==> src/rtl/apb_master_if.sv <==
// apb_master_if: bundles the command channel, response channel and APB bus of apb_master.
//   cmd_*  : upstream command channel (valid/ready)
//   rsp_*  : upstream response channel (valid/ready)
//   p*     : APB requester signals toward the peripheral
// Modport master is the requester's view; modport slave is the view of the surrounding
// environment (command source, response sink and APB completer).
interface apb_master_if #(
  parameter int unsigned ADDR_WIDTH = 32,
  parameter int unsigned DATA_WIDTH = 32
);
  localparam int unsigned StrbW = DATA_WIDTH / 8;

  // Command channel
  logic                  cmd_valid;
  logic                  cmd_ready;
  logic                  cmd_write;
  logic [ADDR_WIDTH-1:0] cmd_addr;
  logic [DATA_WIDTH-1:0] cmd_wdata;
  logic [StrbW-1:0]      cmd_strb;

  // Response channel
  logic                  rsp_valid;
  logic                  rsp_ready;
  logic [DATA_WIDTH-1:0] rsp_rdata;
  logic                  rsp_err;
  logic                  rsp_timeout;

  // APB
  logic                  psel;
  logic                  penable;
  logic                  pwrite;
  logic [ADDR_WIDTH-1:0] paddr;
  logic [DATA_WIDTH-1:0] pwdata;
  logic [StrbW-1:0]      pstrb;
  logic [DATA_WIDTH-1:0] prdata;
  logic                  pready;
  logic                  pslverr;

  modport master (
    input  cmd_valid, cmd_write, cmd_addr, cmd_wdata, cmd_strb,
    output cmd_ready,
    output rsp_valid, rsp_rdata, rsp_err, rsp_timeout,
    input  rsp_ready,
    output psel, penable, pwrite, paddr, pwdata, pstrb,
    input  prdata, pready, pslverr
  );

  modport slave (
    output cmd_valid, cmd_write, cmd_addr, cmd_wdata, cmd_strb,
    input  cmd_ready,
    input  rsp_valid, rsp_rdata, rsp_err, rsp_timeout,
    output rsp_ready,
    input  psel, penable, pwrite, paddr, pwdata, pstrb,
    output prdata, pready, pslverr
  );
endinterface

==> src/rtl/apb_master.sv <==
// apb_master: single-outstanding APB requester.
//   pclk    : clock
//   presetn : asynchronous active-low reset
//   bus     : apb_master_if.master
//             cmd_*  accepted only in IDLE (cmd_ready registered)
//             p*     SETUP/ACCESS sequencing, waits on pready
//             rsp_*  read data / error / timeout held until rsp_ready
// A wait-state watchdog aborts ACCESS after TIMEOUT cycles of pready low (0 disables it).
// All outputs are registers, so no input reaches cmd_ready or rsp_valid combinationally.
module apb_master #(
  parameter int unsigned ADDR_WIDTH = 32,
  parameter int unsigned DATA_WIDTH = 32,
  parameter int unsigned TIMEOUT    = 16
) (
  input logic          pclk,
  input logic          presetn,
  apb_master_if.master bus
);

  localparam int unsigned StrbW = DATA_WIDTH / 8;
  localparam int unsigned CntW  = (TIMEOUT < 2) ? 1 : $clog2(TIMEOUT + 1);

  typedef enum logic [1:0] {
    StIdle,
    StSetup,
    StAccess,
    StResp
  } state_e;

  state_e                state_q, state_d;
  logic [CntW-1:0]       wd_cnt_q, wd_cnt_d;

  logic                  pwrite_q, pwrite_d;
  logic [ADDR_WIDTH-1:0] paddr_q, paddr_d;
  logic [DATA_WIDTH-1:0] pwdata_q, pwdata_d;
  logic [StrbW-1:0]      pstrb_q, pstrb_d;

  logic [DATA_WIDTH-1:0] rsp_rdata_q, rsp_rdata_d;
  logic                  rsp_err_q, rsp_err_d;
  logic                  rsp_timeout_q, rsp_timeout_d;

  logic                  cmd_ready_q, cmd_ready_d;
  logic                  psel_q, psel_d;
  logic                  penable_q, penable_d;
  logic                  rsp_valid_q, rsp_valid_d;

  logic                  wd_hit;

  // This ACCESS cycle is the TIMEOUT-th one; aborts only if pready is still low.
  assign wd_hit = (TIMEOUT != 0) && (32'(wd_cnt_q) == (TIMEOUT - 32'd1));

  always_comb begin
    state_d       = state_q;
    wd_cnt_d      = wd_cnt_q;
    pwrite_d      = pwrite_q;
    paddr_d       = paddr_q;
    pwdata_d      = pwdata_q;
    pstrb_d       = pstrb_q;
    rsp_rdata_d   = rsp_rdata_q;
    rsp_err_d     = rsp_err_q;
    rsp_timeout_d = rsp_timeout_q;

    unique case (state_q)
      StIdle: begin
        if (bus.cmd_valid && cmd_ready_q) begin
          pwrite_d = bus.cmd_write;
          paddr_d  = bus.cmd_addr;
          pwdata_d = bus.cmd_wdata;
          pstrb_d  = bus.cmd_write ? bus.cmd_strb : '0;
          state_d  = StSetup;
        end
      end
      StSetup: begin
        wd_cnt_d = '0;
        state_d  = StAccess;
      end
      StAccess: begin
        // Completion takes priority over a watchdog hit in the same cycle.
        if (bus.pready) begin
          rsp_rdata_d   = pwrite_q ? '0 : bus.prdata;
          rsp_err_d     = bus.pslverr;
          rsp_timeout_d = 1'b0;
          state_d       = StResp;
        end else if (wd_hit) begin
          rsp_rdata_d   = '0;
          rsp_err_d     = 1'b1;
          rsp_timeout_d = 1'b1;
          state_d       = StResp;
        end else begin
          wd_cnt_d = wd_cnt_q + CntW'(1);
        end
      end
      StResp: begin
        if (bus.rsp_ready) begin
          state_d = StIdle;
        end
      end
      default: begin
        state_d = StIdle;
      end
    endcase

    // Outputs are registered copies of the next-state decode.
    cmd_ready_d = (state_d == StIdle);
    psel_d      = (state_d == StSetup) || (state_d == StAccess);
    penable_d   = (state_d == StAccess);
    rsp_valid_d = (state_d == StResp);
  end

  always_ff @(posedge pclk or negedge presetn) begin
    if (!presetn) begin
      state_q       <= StIdle;
      wd_cnt_q      <= '0;
      pwrite_q      <= 1'b0;
      paddr_q       <= '0;
      pwdata_q      <= '0;
      pstrb_q       <= '0;
      rsp_rdata_q   <= '0;
      rsp_err_q     <= 1'b0;
      rsp_timeout_q <= 1'b0;
      cmd_ready_q   <= 1'b0;
      psel_q        <= 1'b0;
      penable_q     <= 1'b0;
      rsp_valid_q   <= 1'b0;
    end else begin
      state_q       <= state_d;
      wd_cnt_q      <= wd_cnt_d;
      pwrite_q      <= pwrite_d;
      paddr_q       <= paddr_d;
      pwdata_q      <= pwdata_d;
      pstrb_q       <= pstrb_d;
      rsp_rdata_q   <= rsp_rdata_d;
      rsp_err_q     <= rsp_err_d;
      rsp_timeout_q <= rsp_timeout_d;
      cmd_ready_q   <= cmd_ready_d;
      psel_q        <= psel_d;
      penable_q     <= penable_d;
      rsp_valid_q   <= rsp_valid_d;
    end
  end

  assign bus.cmd_ready   = cmd_ready_q;
  assign bus.rsp_valid   = rsp_valid_q;
  assign bus.rsp_rdata   = rsp_rdata_q;
  assign bus.rsp_err     = rsp_err_q;
  assign bus.rsp_timeout = rsp_timeout_q;
  assign bus.psel        = psel_q;
  assign bus.penable     = penable_q;
  assign bus.pwrite      = pwrite_q;
  assign bus.paddr       = paddr_q;
  assign bus.pwdata      = pwdata_q;
  assign bus.pstrb       = pstrb_q;

endmodule

==> src/flat_wrapper.sv <==
// flat-port wrapper written by rule: the top's interface ports become plain ports
module apb_master_flat 
#(
  parameter int unsigned ADDR_WIDTH = 32,
  parameter int unsigned DATA_WIDTH = 32,
  parameter int unsigned TIMEOUT    = 16
)
  (pclk, presetn, bus_cmd_valid, bus_cmd_write, bus_cmd_addr, bus_cmd_wdata, bus_cmd_strb, bus_cmd_ready, bus_rsp_valid, bus_rsp_rdata, bus_rsp_err, bus_rsp_timeout, bus_rsp_ready, bus_psel, bus_penable, bus_pwrite, bus_paddr, bus_pwdata, bus_pstrb, bus_prdata, bus_pready, bus_pslverr);
  apb_master_if #(.ADDR_WIDTH(ADDR_WIDTH), .DATA_WIDTH(DATA_WIDTH)) bus_i ();
  input logic pclk;
  input logic presetn;
  input wire logic [$bits(bus_i.cmd_valid)-1:0] bus_cmd_valid;
  input wire logic [$bits(bus_i.cmd_write)-1:0] bus_cmd_write;
  input wire logic [$bits(bus_i.cmd_addr)-1:0] bus_cmd_addr;
  input wire logic [$bits(bus_i.cmd_wdata)-1:0] bus_cmd_wdata;
  input wire logic [$bits(bus_i.cmd_strb)-1:0] bus_cmd_strb;
  output wire logic [$bits(bus_i.cmd_ready)-1:0] bus_cmd_ready;
  output wire logic [$bits(bus_i.rsp_valid)-1:0] bus_rsp_valid;
  output wire logic [$bits(bus_i.rsp_rdata)-1:0] bus_rsp_rdata;
  output wire logic [$bits(bus_i.rsp_err)-1:0] bus_rsp_err;
  output wire logic [$bits(bus_i.rsp_timeout)-1:0] bus_rsp_timeout;
  input wire logic [$bits(bus_i.rsp_ready)-1:0] bus_rsp_ready;
  output wire logic [$bits(bus_i.psel)-1:0] bus_psel;
  output wire logic [$bits(bus_i.penable)-1:0] bus_penable;
  output wire logic [$bits(bus_i.pwrite)-1:0] bus_pwrite;
  output wire logic [$bits(bus_i.paddr)-1:0] bus_paddr;
  output wire logic [$bits(bus_i.pwdata)-1:0] bus_pwdata;
  output wire logic [$bits(bus_i.pstrb)-1:0] bus_pstrb;
  input wire logic [$bits(bus_i.prdata)-1:0] bus_prdata;
  input wire logic [$bits(bus_i.pready)-1:0] bus_pready;
  input wire logic [$bits(bus_i.pslverr)-1:0] bus_pslverr;
  assign bus_i.cmd_valid = bus_cmd_valid;
  assign bus_i.cmd_write = bus_cmd_write;
  assign bus_i.cmd_addr = bus_cmd_addr;
  assign bus_i.cmd_wdata = bus_cmd_wdata;
  assign bus_i.cmd_strb = bus_cmd_strb;
  assign bus_cmd_ready = bus_i.cmd_ready;
  assign bus_rsp_valid = bus_i.rsp_valid;
  assign bus_rsp_rdata = bus_i.rsp_rdata;
  assign bus_rsp_err = bus_i.rsp_err;
  assign bus_rsp_timeout = bus_i.rsp_timeout;
  assign bus_i.rsp_ready = bus_rsp_ready;
  assign bus_psel = bus_i.psel;
  assign bus_penable = bus_i.penable;
  assign bus_pwrite = bus_i.pwrite;
  assign bus_paddr = bus_i.paddr;
  assign bus_pwdata = bus_i.pwdata;
  assign bus_pstrb = bus_i.pstrb;
  assign bus_i.prdata = bus_prdata;
  assign bus_i.pready = bus_pready;
  assign bus_i.pslverr = bus_pslverr;
  apb_master #(.ADDR_WIDTH(ADDR_WIDTH), .DATA_WIDTH(DATA_WIDTH), .TIMEOUT(TIMEOUT)) u_core (.pclk(pclk), .presetn(presetn), .bus(bus_i));
endmodule
==> config.mk <==
export PLATFORM = sky130hd
export DESIGN_NAME = apb_master_flat
export DESIGN_NICKNAME = d
export VERILOG_FILES = /design/src/rtl/apb_master_if.sv /design/src/rtl/apb_master.sv /design/src/flat_wrapper.sv
export SDC_FILE = /design/constraint.sdc
export NUM_CORES = 1
export LEC_CHECK = 0
export ABC_AREA = 0
export BUFFER_PORTS_ARGS = -buffer_cell sky130_fd_sc_hd__buf_2
export CAP_MARGIN = 20
export CORE_MARGIN = 10
export CORE_UTILIZATION = 35
export DETAILED_ROUTE_END_ITERATION = 8
export PLACE_DENSITY_LB_ADDON = 0.08
export SLEW_MARGIN = 15
export SYNTH_ARGS = -nofsm -noshare
export SYNTH_HDL_FRONTEND = slang
export SYNTH_SLANG_ARGS = --single-unit
==> constraint.sdc <==
create_clock -name pclk -period 1.71 [get_ports pclk]
set_input_delay 0.342 -clock pclk [delete_from_list [all_inputs] [get_ports pclk]]
set_output_delay 0.342 -clock pclk [all_outputs]
set_load 0.05 [all_outputs]
==> reports/summary.txt <==
RSZ-0062 raised after global routing: yes
Die Y: 137 microns
Sequential element share of the synthesized area: 0.600
Synthesized area: 0.00475 sq mm
Syn Nets: 472
Worst setup SP type: flop
Worst-Skew Late Latency: 0.41 ns
Status: completed
Switching Fraction: 0.483
Finished Cell Area: 0.00698 sq mm
Post-synth EDFFs: 0
TritonCTS clock tree: done
Hold Path Depth: 3
Via density: 4.64
Die ar.: 0.0186 sq mm
Worst Hold Launch: bus_prdata[2]
Endpoint, Worst Hold: u_core.bus.rsp_rdata[2]
Static Leakage: 3.75 nW
GR Overflow Total: 0
Reg clk slew, reported paths: 0.05 ns
# fillers: 1,201
Die W: 137 microns
Post-synth top area cell: dfrtp_1
I/O Pins: 214
Clock sink total: 114
Ant diodes: 0
First-pass GRT wire length: 20.7 mm
Asr flop ratio synth: 1.00
Nets: 709
1st-iter DRT viols: 137
Clock skew: 0.00867 ns
Share of the synthesized area in the top cell type: 0.600
Vias in the first global route: 3,930
Max-cap check violation count: 0
Starting density of the core: 0.357
Post-route setup slack: 0.000107 ns
Via Count: 3,645
Pint: 0.00864 W
# setup viols final: 0
DRT Pass-1 Iters: 4
Sequential share of power: 0.278
DRC: 0
Sw Pwr: 0.00807 W
Post-DRT Antenna Nets: 0
Yosys reg bits: 114
Reg-to-reg startpoint: u_core.wd_cnt_q[0]
Wirelength, routed: 14.0 mm
Critical path type: reg2reg
Post-Syn Area per Cell: 13.2 sq um
Least-Margin Pin Slew: 0.560 ns
Synth warnings: 0
Core ar.: 0.0133 sq mm
Place WS: -0.0802 ns
R2R depth: 7
CTS Buf Count: 17
Bufs on Longest Clock Path: 2
Comb power frac: 0.522
Clk Tree Root Cell: clkbuf_16
Post-DP Area: 0.00613 sq mm
Synthesized instance count: 360
Routability Congestion: 0.736
Post-route setup TNS: 0 ns
CTS H-Tree Depth: 4
Worst EP required: 2.01 ns
Share of layout cells above drive strength 1: 0.590
Critical Path End Type: flop
Netlist cell types: 32
Post-layout util: 0.525
Crit path max fanout: 4
Max Freq: 585 MHz
Area Growth Syn to Fin: 47.0%
Pin count of the biggest net entering global routing: 43
Routed WL per cell: 17.9 microns
Clk pwr share: 0.199
Fin crit period: 1.71 ns
Reg2Reg Capture Point: u_core.bus.psel
Final hold slack: 0.158 ns
Worst rel slew slack: 0.626
Slew Viols, Final: 0
Primary FF master, synth: dfrtp_1
Final HPWL DP: 9.69 mm
PD cells: 2390 mW/mm^2
Hold WC Path Type: in2reg
Period utilization: 1.00
# rows: 42
Final hold viol count: 0
Antenna violations before repair: 0
Gr usage total: 0.143
Reg2Reg Setup Slack: 0.0001 ns
Peak VDD IR: 1.10 mV
Worst Path Arrival: 2.01 ns
Synth area leaders: dfrtp_1 (60%), mux2_4 (16%), o21ai_0 (6.6%)
Port bufs: 213
-- critical path, cell delays in order (launching register included) --
cell and delay (ns):
dfrtp_1 0.38, ha_2 0.19, and3_4 0.18, ha_4 0.15
or2_4 0.29, nand2_8 0.11, nand2b_4 0.07, ha_4 0.23
-- metal layers --
layer	up-vias	global-route usage	wire, microns
li1	1723	-	-
met3	12	0.0663	1450
met1	1774	0.165	5610
met2	136	0.224	6790
met4	0	0.0568	192
met5	-	0	0
-- cell type report --
cell class	count	area, sq um	area share
Clock buffer	22	484	0.0693
Clock inverter	10	82.6	0.0118
Inverter	4	15.0	0.00215
Multi-Input combinational cell	218	1870	0.268
Sequential cell	114	2850	0.409
Tap cell	176	220	0.0315
Timing Repair Buffer	242	1460	0.209
-- cell usage after synthesis, types with 2 or more instances --
| master | number |
|---|---|
| a21oi_1 | 6 |
| a22o_1 | 3 |
| buf_2 | 4 |
| buf_4 | 4 |
| buf_6 | 6 |
| clkbuf_1 | 8 |
| clkbuf_2 | 2 |
| dfrtp_1 | 114 |
| ha_1 | 5 |
| inv_1 | 4 |
| mux2_2 | 13 |
| mux2_4 | 52 |
| nand2_1 | 45 |
| nand2b_1 | 4 |
| nor2_1 | 2 |
| nor2b_1 | 2 |
| nor4_1 | 2 |
| o21ai_0 | 63 |
| o21ai_1 | 8 |
-- registers in the layout (all words and copies together), names as in the netlist --
register                cells
u_core.bus.cmd_ready        1
u_core.bus.paddr           32
u_core.bus.penable          1
u_core.bus.psel             1
u_core.bus.pstrb            4
u_core.bus.pwdata          32
u_core.bus.pwrite           1
u_core.bus.rsp_err          1
u_core.bus.rsp_rdata       32
u_core.bus.rsp_timeout      1
u_core.bus.rsp_valid        1
u_core.state_q              2
u_core.wd_cnt_q             5
-- logic make-up after synthesis --
group,Yosys count,synth area share
buffers and inverters,28,0.0363
muxes,65,0.195
and+or+nand+nor,63,0.0595
adders and majority gates,5,0.0132
AOI/OAI and AO/OA,85,0.0953
DFF,114,0.600
-- timing repair --
action                     4_1_cts  5_1_grt
hold buffers                     1        0
setup endpoints to repair       37       38
pin swaps                        1       11
gates cloned                     0        6
buffers inserted                 1        2
gates resized for setup          5       75
hold endpoints to repair        11        0
-- per-stage QoR --
step / total power, W / instances
global route: 0.0176 / 786
detailed placement: 0.0131 / 744
CTS: 0.0166 / 778
floorplan: 0.0108 / 360
global placement: 0.0130 / 744
finish: 0.0167 / 786
-- power groups by stage --
| stage | Combinational, W | Clock, W | Sequential (W) |
|---|---|---|---|
| after floorplan | 0.00198 | 0 | 0.00887 |
| after global placement | 0.00841 | 0 | 0.00460 |
| after detailed placement | 0.00846 | 0 | 0.00463 |
| after CTS | 0.00850 | 0.00343 | 0.00463 |
| after global routing | 0.00918 | 0.00356 | 0.00482 |
| final | 0.00873 | 0.00333 | 0.00465 |
-- layout by cell type (no fill, tap or decap), types with 6 or more instances in the layout --
master / instances
buf_12: 8
buf_2: 212
buf_4: 13
clkbuf_16: 20
clkinv_2: 6
dfrtp_1: 114
mux2_2: 13
mux2_4: 52
nand2_1: 45
o21ai_0: 12
o21ai_1: 49
o21ai_2: 10
-- how the worst max path moves through the flow --
stage          slack (ns)                  endpoint               start  cells after the start
5_1_grt             -0.06  u_core.bus.rsp_rdata[28]  u_core.wd_cnt_q[0]                      7
4_1_cts             0.007        u_core.wd_cnt_q[3]  u_core.wd_cnt_q[1]                      7
2_1_floorplan       -0.07           u_core.bus.psel  u_core.wd_cnt_q[0]                      8
6_report           0.0001           u_core.bus.psel  u_core.wd_cnt_q[0]                      7
3_5_place_dp        -0.08  u_core.bus.rsp_rdata[13]  u_core.wd_cnt_q[1]                      8
3_3_place_gp        -0.02  u_core.bus.rsp_rdata[28]  u_core.wd_cnt_q[1]                      8
No activity file was read; power rests on OpenSTA's default activity.
